$ cat config.mk
export PLATFORM = sky130hd
export DESIGN_NAME = seq_alu_flat
export DESIGN_NICKNAME = d
export VERILOG_FILES = /design/src/rtl/alu_pkg.sv /design/src/rtl/seq_alu_if.sv /design/src/rtl/alu_muldiv_iter.sv /design/src/rtl/seq_alu.sv /design/src/flat_wrapper.sv
export SDC_FILE = /design/constraint.sdc
export NUM_CORES = 1
export LEC_CHECK = 0
export CAP_MARGIN = 20
export CELL_PAD_IN_SITES_DETAIL_PLACEMENT = 1
export CELL_PAD_IN_SITES_GLOBAL_PLACEMENT = 1
export CORE_UTILIZATION = 45
export CTS_CLUSTER_DIAMETER = 150
export DETAILED_ROUTE_END_ITERATION = 12
export GPL_ROUTABILITY_DRIVEN = 1
export PLACE_DENSITY_LB_ADDON = 0.1
export SLEW_MARGIN = 20
export SYNTH_ARGS = -nofsm -noshare
export SYNTH_HDL_FRONTEND = slang
export SYNTH_SLANG_ARGS = --single-unit
export TNS_END_PERCENT = 1
$ cat constraint.sdc
create_clock -name clk -period 10 [get_ports clk]
set_clock_uncertainty 0.1 [all_clocks]
set_input_delay 1 -clock clk [delete_from_list [all_inputs] [get_ports clk]]
set_output_delay 1 -clock clk [all_outputs]
set_load 0.005 [all_outputs]
$ cat src/rtl/alu_pkg.sv
// Shared definitions for the sequential ALU: opcodes, status bit positions,
// FSM state encoding and the status-byte packing helper.
package alu_pkg;

  localparam logic [3:0] ALU_AND  = 4'b0000;
  localparam logic [3:0] ALU_OR   = 4'b0001;
  localparam logic [3:0] ALU_ADD  = 4'b0010;
  localparam logic [3:0] ALU_MUL  = 4'b0011;
  localparam logic [3:0] ALU_DIVU = 4'b0100;
  localparam logic [3:0] ALU_SUB  = 4'b0110;
  localparam logic [3:0] ALU_SLT  = 4'b0111;
  localparam logic [3:0] ALU_LW   = 4'b1000;
  localparam logic [3:0] ALU_LH   = 4'b1001;
  localparam logic [3:0] ALU_SLL  = 4'b1010;
  localparam logic [3:0] ALU_SRL  = 4'b1011;
  localparam logic [3:0] ALU_NOR  = 4'b1100;

  localparam int unsigned ST_ZERO    = 7;
  localparam int unsigned ST_OVF     = 6;
  localparam int unsigned ST_CARRY   = 5;
  localparam int unsigned ST_NEG     = 4;
  localparam int unsigned ST_INVADDR = 3;
  localparam int unsigned ST_DIVZ    = 2;

  typedef enum logic [1:0] {
    IDLE = 2'b00,
    MUL  = 2'b01,
    DIV  = 2'b10,
    DONE = 2'b11
  } state_e;

  typedef enum logic {
    MD_MUL = 1'b0,
    MD_DIV = 1'b1
  } md_mode_e;

  function automatic logic [7:0] pack_status(input logic zero, input logic ovf,
                                             input logic carry, input logic neg,
                                             input logic inv_addr, input logic divz);
    logic [7:0] s;
    s             = '0;
    s[ST_ZERO]    = zero;
    s[ST_OVF]     = ovf;
    s[ST_CARRY]   = carry;
    s[ST_NEG]     = neg;
    s[ST_INVADDR] = inv_addr;
    s[ST_DIVZ]    = divz;
    return s;
  endfunction

endpackage

$ cat src/rtl/seq_alu_if.sv
// Request/response handshake bundle between issue, the ALU and writeback.
interface seq_alu_if #(
  parameter int unsigned WIDTH = 32
);
  logic             in_valid;
  logic             in_ready;
  logic [3:0]       alu_control;
  logic [WIDTH-1:0] alu_operand_1;
  logic [WIDTH-1:0] alu_operand_2;
  logic             out_valid;
  logic             out_ready;
  logic [WIDTH-1:0] alu_result;
  logic [WIDTH-1:0] alu_result_hi;
  logic [7:0]       alu_status;

  modport master (
    output in_valid, alu_control, alu_operand_1, alu_operand_2, out_ready,
    input  in_ready, out_valid, alu_result, alu_result_hi, alu_status
  );

  modport slave (
    input  in_valid, alu_control, alu_operand_1, alu_operand_2, out_ready,
    output in_ready, out_valid, alu_result, alu_result_hi, alu_status
  );
endinterface

$ cat src/rtl/alu_muldiv_iter.sv
// Iterative unsigned multiply (shift-add) / divide (restoring shift-subtract)
// sharing one adder and one {hi,lo} shift register; iteration 0 runs on start.
module alu_muldiv_iter
  import alu_pkg::*;
#(
  parameter int unsigned WIDTH = 32
) (
  input  logic             clk,
  input  logic             reset,
  input  logic             start,
  input  md_mode_e         mode,
  input  logic [WIDTH-1:0] op_a,
  input  logic [WIDTH-1:0] op_b,
  output logic             done,
  output logic [WIDTH-1:0] lo,
  output logic [WIDTH-1:0] hi
);

  localparam int unsigned CNT_W = $clog2(WIDTH);

  logic [WIDTH-1:0] lo_q, lo_d, hi_q, hi_d, opnd_q, opnd_d;
  logic [CNT_W-1:0] cnt_q, cnt_d;
  logic             busy_q, busy_d, done_q, done_d;
  md_mode_e         mode_q, mode_d;

  logic [WIDTH-1:0] cur_lo, cur_hi, cur_opnd;
  md_mode_e         cur_mode;
  logic [WIDTH:0]   add_a, add_b;
  logic             add_cin;
  logic [WIDTH+1:0] sum;
  logic [WIDTH-1:0] step_lo, step_hi;

  // Shared adder: mul adds the multiplicand, div subtracts the divisor (top bit = no borrow)
  always_comb begin
    cur_lo   = start ? op_a : lo_q;
    cur_hi   = start ? '0   : hi_q;
    cur_opnd = start ? op_b : opnd_q;
    cur_mode = start ? mode : mode_q;
    if (cur_mode == MD_MUL) begin
      add_a   = {1'b0, cur_hi};
      add_b   = cur_lo[0] ? {1'b0, cur_opnd} : '0;
      add_cin = 1'b0;
    end else begin
      add_a   = {cur_hi, cur_lo[WIDTH-1]};
      add_b   = ~{1'b0, cur_opnd};
      add_cin = 1'b1;
    end
    sum = {1'b0, add_a} + {1'b0, add_b} + (WIDTH+2)'(add_cin);
    if (cur_mode == MD_MUL) begin
      step_hi = sum[WIDTH:1];
      step_lo = {sum[0], cur_lo[WIDTH-1:1]};
    end else if (sum[WIDTH+1]) begin
      step_hi = sum[WIDTH-1:0];
      step_lo = {cur_lo[WIDTH-2:0], 1'b1};
    end else begin
      step_hi = add_a[WIDTH-1:0];
      step_lo = {cur_lo[WIDTH-2:0], 1'b0};
    end
  end

  always_comb begin
    lo_d   = lo_q;
    hi_d   = hi_q;
    opnd_d = opnd_q;
    mode_d = mode_q;
    cnt_d  = cnt_q;
    busy_d = busy_q;
    done_d = 1'b0;
    if (start) begin
      lo_d   = step_lo;
      hi_d   = step_hi;
      opnd_d = cur_opnd;
      mode_d = cur_mode;
      cnt_d  = '0;
      busy_d = 1'b1;
    end else if (busy_q) begin
      lo_d  = step_lo;
      hi_d  = step_hi;
      cnt_d = cnt_q + CNT_W'(1);
      if (cnt_q == CNT_W'(WIDTH - 2)) begin
        busy_d = 1'b0;
        done_d = 1'b1;
      end
    end
  end

  always_ff @(posedge clk) begin
    if (reset) begin
      lo_q   <= '0;
      hi_q   <= '0;
      opnd_q <= '0;
      mode_q <= MD_MUL;
      cnt_q  <= '0;
      busy_q <= 1'b0;
      done_q <= 1'b0;
    end else begin
      lo_q   <= lo_d;
      hi_q   <= hi_d;
      opnd_q <= opnd_d;
      mode_q <= mode_d;
      cnt_q  <= cnt_d;
      busy_q <= busy_d;
      done_q <= done_d;
    end
  end

  assign done = done_q;
  assign lo   = lo_q;
  assign hi   = hi_q;

endmodule

$ cat src/rtl/seq_alu.sv
// Handshaked multi-cycle ALU: single-cycle ops resolve on accept, mul/divu
// run on the iterative unit; results and flags are held until out_ready.
module seq_alu
  import alu_pkg::*;
#(
  parameter int unsigned WIDTH   = 32,
  parameter int unsigned SHAMT_W = $clog2(WIDTH)
) (
  input logic     clk,
  input logic     reset,
  seq_alu_if.slave bus
);

  state_e           state_q, state_d;
  logic [WIDTH-1:0] result_q, result_d, result_hi_q, result_hi_d;
  logic [7:0]       status_q, status_d;
  logic             in_ready_q, in_ready_d, out_valid_q, out_valid_d;

  logic [3:0]       op;
  logic [WIDTH-1:0] a, b;
  logic [WIDTH-1:0] sc_b, sc_res, sc_hi;
  logic [WIDTH:0]   sum;
  logic             sc_ovf, sc_inv, sc_carry, sc_divz, sc_defined;
  logic [7:0]       sc_status;

  logic             md_start, md_done;
  md_mode_e         md_mode;
  logic [WIDTH-1:0] md_lo, md_hi;

  assign op = bus.alu_control;
  assign a  = bus.alu_operand_1;
  assign b  = bus.alu_operand_2;

  // Single-cycle results and flags, evaluated straight from the request
  always_comb begin
    sc_b       = (op == ALU_SUB) ? ((~b) + WIDTH'(1)) : b;
    sum        = {1'b0, a} + {1'b0, sc_b};
    sc_ovf     = ((op == ALU_ADD) || (op == ALU_SUB)) &&
                 (a[WIDTH-1] == sc_b[WIDTH-1]) && (sum[WIDTH-1] != a[WIDTH-1]);
    sc_inv     = ((op == ALU_LW) && (sum[1:0] != 2'b00)) || ((op == ALU_LH) && sum[0]);
    sc_carry   = 1'b0;
    sc_divz    = 1'b0;
    sc_defined = 1'b1;
    sc_res     = '0;
    sc_hi      = '0;
    case (op)
      ALU_AND: sc_res = a & b;
      ALU_OR:  sc_res = a | b;
      ALU_NOR: sc_res = ~(a | b);
      ALU_ADD, ALU_SUB, ALU_LW, ALU_LH: begin
        sc_carry = sum[WIDTH] && !sc_ovf && !sc_inv;
        sc_res   = (sc_ovf || sc_inv) ? '0 : sum[WIDTH-1:0];
      end
      ALU_DIVU: begin
        sc_divz = 1'b1;
        sc_hi   = a;
      end
      ALU_SLT: sc_res = WIDTH'($signed(a) < $signed(b));
      ALU_SLL: sc_res = b << a[SHAMT_W-1:0];
      ALU_SRL: sc_res = b >> a[SHAMT_W-1:0];
      default: sc_defined = 1'b0;
    endcase
    sc_status = sc_defined ?
      pack_status((sc_res == '0) && !sc_ovf && !sc_inv && !sc_divz,
                  sc_ovf, sc_carry, sc_res[WIDTH-1], sc_inv, sc_divz) : '0;
  end

  always_comb begin
    state_d     = state_q;
    result_d    = result_q;
    result_hi_d = result_hi_q;
    status_d    = status_q;
    md_start    = 1'b0;
    md_mode     = MD_MUL;
    case (state_q)
      IDLE: begin
        if (bus.in_valid) begin
          if (op == ALU_MUL) begin
            md_start = 1'b1;
            md_mode  = MD_MUL;
            state_d  = MUL;
          end else if ((op == ALU_DIVU) && (b != '0)) begin
            md_start = 1'b1;
            md_mode  = MD_DIV;
            state_d  = DIV;
          end else begin
            state_d     = DONE;
            result_d    = sc_res;
            result_hi_d = sc_hi;
            status_d    = sc_status;
          end
        end
      end
      MUL, DIV: begin
        if (md_done) begin
          state_d     = DONE;
          result_d    = md_lo;
          result_hi_d = md_hi;
          status_d    = pack_status(md_lo == '0, 1'b0, 1'b0, md_lo[WIDTH-1], 1'b0, 1'b0);
        end
      end
      DONE: begin
        if (bus.out_ready) state_d = IDLE;
      end
      default: state_d = IDLE;
    endcase
    in_ready_d  = (state_d == IDLE);
    out_valid_d = (state_d == DONE);
  end

  always_ff @(posedge clk) begin
    if (reset) begin
      state_q     <= IDLE;
      result_q    <= '0;
      result_hi_q <= '0;
      status_q    <= '0;
      in_ready_q  <= 1'b1;
      out_valid_q <= 1'b0;
    end else begin
      state_q     <= state_d;
      result_q    <= result_d;
      result_hi_q <= result_hi_d;
      status_q    <= status_d;
      in_ready_q  <= in_ready_d;
      out_valid_q <= out_valid_d;
    end
  end

  alu_muldiv_iter #(.WIDTH(WIDTH)) u_muldiv (
    .clk   (clk),
    .reset (reset),
    .start (md_start),
    .mode  (md_mode),
    .op_a  (a),
    .op_b  (b),
    .done  (md_done),
    .lo    (md_lo),
    .hi    (md_hi)
  );

  assign bus.in_ready      = in_ready_q;
  assign bus.out_valid     = out_valid_q;
  assign bus.alu_result    = result_q;
  assign bus.alu_result_hi = result_hi_q;
  assign bus.alu_status    = status_q;

endmodule
$ cat src/flat_wrapper.sv
// flat-port wrapper written by rule: the top's interface ports become plain ports
module seq_alu_flat import alu_pkg::*;
#(
  parameter int unsigned WIDTH   = 32,
  parameter int unsigned SHAMT_W = $clog2(WIDTH)
)
  (clk, reset, bus_in_valid, bus_alu_control, bus_alu_operand_1, bus_alu_operand_2, bus_out_ready, bus_in_ready, bus_out_valid, bus_alu_result, bus_alu_result_hi, bus_alu_status);
  seq_alu_if #(.WIDTH(WIDTH)) bus_i ();
  input logic clk;
  input logic reset;
  input wire logic [$bits(bus_i.in_valid)-1:0] bus_in_valid;
  input wire logic [$bits(bus_i.alu_control)-1:0] bus_alu_control;
  input wire logic [$bits(bus_i.alu_operand_1)-1:0] bus_alu_operand_1;
  input wire logic [$bits(bus_i.alu_operand_2)-1:0] bus_alu_operand_2;
  input wire logic [$bits(bus_i.out_ready)-1:0] bus_out_ready;
  output wire logic [$bits(bus_i.in_ready)-1:0] bus_in_ready;
  output wire logic [$bits(bus_i.out_valid)-1:0] bus_out_valid;
  output wire logic [$bits(bus_i.alu_result)-1:0] bus_alu_result;
  output wire logic [$bits(bus_i.alu_result_hi)-1:0] bus_alu_result_hi;
  output wire logic [$bits(bus_i.alu_status)-1:0] bus_alu_status;
  assign bus_i.in_valid = bus_in_valid;
  assign bus_i.alu_control = bus_alu_control;
  assign bus_i.alu_operand_1 = bus_alu_operand_1;
  assign bus_i.alu_operand_2 = bus_alu_operand_2;
  assign bus_i.out_ready = bus_out_ready;
  assign bus_in_ready = bus_i.in_ready;
  assign bus_out_valid = bus_i.out_valid;
  assign bus_alu_result = bus_i.alu_result;
  assign bus_alu_result_hi = bus_i.alu_result_hi;
  assign bus_alu_status = bus_i.alu_status;
  seq_alu #(.WIDTH(WIDTH), .SHAMT_W(SHAMT_W)) u_core (.clk(clk), .reset(reset), .bus(bus_i));
endmodule
==> metrics.md <==
| Metric | Value |
|---|---|
| Run status | finished, final reports clean |
| Vias | ~23000 |
| Post-synth EDFFs | 0 |
| Layout cell share with drive strength beyond 1 | 7.59% |
| Max Slew Vio Count | 0 |
| Hold Buf Count CTS | 0 |
| Min-delay worst type | register to register |
| Initial antenna violation count | 1 |
| Gr usage total | a little under half |
| Max_slew headroom | 22.6% |
| Core area | between 0.04 and 0.05 mm² |
| CTS sink cnt | 178 |
| Worst Path Arrival | between 8000 and 9000 ps |
| Top Ports | about 150 |
| Drt pass-1 iters | 6 |
| Row cnt | 76 |
| Fmax achieved | 115 MHz |
| CTS tree | done |
| # resized after CTS | 0 |
| Fin nets | slightly below 3000 |
| CP required | around 10000 ps |
| Unrepaired setup endpoints after global routing | false |
| Initial Util | ~46% |
| Final GP Congestion | between 1 and 1.5 |
| Finished Layout Cells | ~3300 |
| Die area | approximately 0.045 mm² |
| Vias in the first global route | 22572 |
| Skew-Pair Late Insertion Delay | about 470 ps |
| Peak VDD IR | 0.164 mV |
| Pleak | approximately 8.6 nW |
| Dominant cells by area after synthesis | dfxtp_1, ha_1, nand2_1 |
| CP Launch Type | primary input |
| Routed Wire Length | 106000 µm |
| CP delay by family, top | compound AO/OA/AOI/OAI gates |
| Yosys top cell by area | dfxtp_1 |
| Largest fanout on the critical path | 32 |
| Max Cap Viol | 0 |
| Post-CTS setup buffers | 0 |
| Largest net degree at the start of global routing | around 100 |
| Bufs and invs on worst path | 4 |
| Post-Place Cells | about 3300 |
| CTS clk-pin slew, worst paths | 70 ps |
| Tmin final | 8730 ps |
| Die Wd | 212 µm |
| Pwr Density | roughly 130 mW/mm² |
| Final global-route overflow total | 0 |
| CTS buffer count | 17 |
| Final setup vio count | 0 |
| Die height | about 210 µm |
| Synth top area share | ~18% |
| Post-Syn Instances | 2715 |
| 1st-iter DRT viols | 3341 |
| #FFs+latches synth | between 150 and 200 |
| Clock root cell | clkbuf_16 |
| Synthesized area per cell | ~7.3 µm² |
| Cell at the slowest stage of the critical path | clkdlybuf4s50_1 |
| HPWL Detailed | 78700 µm |
| Post-route antenna net violation count | 0 |
| Sequential area share after synthesis | about 18% |
| P&R area growth vs syn | 12.2% |
| Wirelength per Cell | between 30 and 40 µm |
| Vias per cell | 6.99 |
| Mapped Area | approximately 0.020 mm² |
| Sum Neg Setup Slack | 0 ps |
| Crit end category | register |
| Slew @ Worst Pin | around 1200 ps |
| Setup Crit Path Kind | primary input to register |
| Max Buffers Root-to-Sink | 2 |
| Yosys warns | 0 |
| First-pass GRT wire length | around 150000 µm |
| Htree depth | 4 |
| CP peak stage delay | ~730 ps |
| Synth cell types | 85 |
| Final Hold Fails | 0 |
| Tcrit/Tclk final | 87.3% |
| # port buffers | 143 |
| DRC Markers | 0 |
| Main synth FF type | dfxtp_1 |
| Post-synth ARST share | 0% |
[Yosys cell counts (41+ instances only)]
cell type,n
o21ai_0,153
a22oi_1,41
nand3_1,63
clkbuf_1,165
nor3_1,134
inv_1,95
nand2_1,353
mux2i_1,113
xnor2_1,60
a21oi_1,218
ha_1,166
a211oi_1,81
nor2_1,256
dfxtp_1,178
[per-layer routing]
layer  track usage [%]  wire [µm]  up-vias
li1                  -          -     9943
met1              59.4      41500    11495
met2              69.8      44800     1473
met3              9.95      11100      341
met4              33.2       8320        2
met5                 0         12        -
[logic make-up after synthesis]
| logic type | Yosys count | synth area share [%] |
|---|---|---|
| buffers and inverters | 318 | 6.67 |
| AOI/OAI and AO/OA | 817 | 27.0 |
| muxes | 180 | 12.0 |
| other | 1 | 0.0189 |
| and+or+nand+nor | 971 | 22.0 |
| xor gates and xnor gates | 81 | 3.58 |
| adders and majority gates | 169 | 10.8 |
| DFF | 178 | 18.0 |
[state kept, by name, summed over array words and instances, names as in the netlist]
register	count
u_core.u_muldiv.cnt_q	5
u_core.u_muldiv.mode_q	1
u_core.bus.alu_result_hi	32
u_core.u_muldiv.hi	32
u_core.state_q	2
u_core.bus.alu_status	6
u_core.u_muldiv.lo	32
u_core.u_muldiv.opnd_q	32
u_core.bus.in_ready	1
u_core.bus.out_valid	1
u_core.u_muldiv.done	1
u_core.bus.alu_result	32
u_core.u_muldiv.busy_q	1
[path summary, 6_finish.rpt]
check / startpoint / to / slack [ps] / cells after the start
setup / recovery: bus_alu_operand_2[1] / u_core.u_muldiv.hi[28] / 1270 / 26
hold / removal: u_core.bus.alu_result[0] / u_core.bus.alu_result[0] / 360 / 2
setup reg to reg: u_core.state_q[0] / u_core.u_muldiv.hi[28] / 3210 / 20
hold reg to reg: u_core.bus.alu_result[0] / u_core.bus.alu_result[0] / 360 / 2
[layout make-up]
class | instances | area [µm²]
Fill cell | 5369 | 21000
Clock inverter | 13 | 148
Timing Repair Buffer | 216 | 1960
Multi-Input combinational cell | 2220 | 15000
Antenna cell | 1 | 2.50
Sequential cell | 178 | 3560
Clock buffer | 19 | 443
Tap cell | 585 | 732
Inverter | 96 | 360
[worst register-to-register path, cell delays in order, from the launching register on]
cell and delay [ps]:
dfxtp_1 350, inv_1 140, ha_4 190, nand2_1 110
nor2_1 170, a21o_4 360, buf_4 830, a21oi_1 230
fa_1 450, fa_1 410, nand2b_1 180, a21oi_1 290
o211ai_1 160, a211oi_1 430, o21ai_0 330, a211oi_1 510
o221ai_1 360, o21ai_0 290, xor2_1 220, o22ai_1 110
a2111oi_0 450
[power breakdown]
| group | switching, W | leakage (nW) | internal [W] |
|---|---|---|---|
| sequential | 0.0000627 | 1.45 | 0.000796 |
| clock | 0.000335 | 0.286 | 0.000360 |
| combinational | 0.000862 | 6.82 | 0.000497 |
[cell usage in the layout (no fill, tap or decap), types with 80 or more instances in the layout]
cell type        netlist  routed
nor3_1               134     133
clkdlybuf4s50_1        0     138
dfxtp_1              178     178
nand2_1              353     352
o21ai_0              153     151
inv_1                 95      93
a21oi_1              218     218
mux2i_1              113     113
nor2_1               256     254
ha_1                 166     165
a211oi_1              81      80
[stage by stage]
step                utilization, %  hold WS [ps]  worst slack (ps)  power, W  area, µm²
floorplan                        -           345              2590   0.00159      19800
global placement              49.9           342              1400   0.00212      21600
detailed placement            49.9           353              1080   0.00216      21600
CTS                           51.3           363              1550   0.00286      22200
global route                  51.4           400              1060   0.00301      22200
finish                        51.4           364              1270   0.00291      22200
Note: power is estimated with default switching activity, not from simulation.
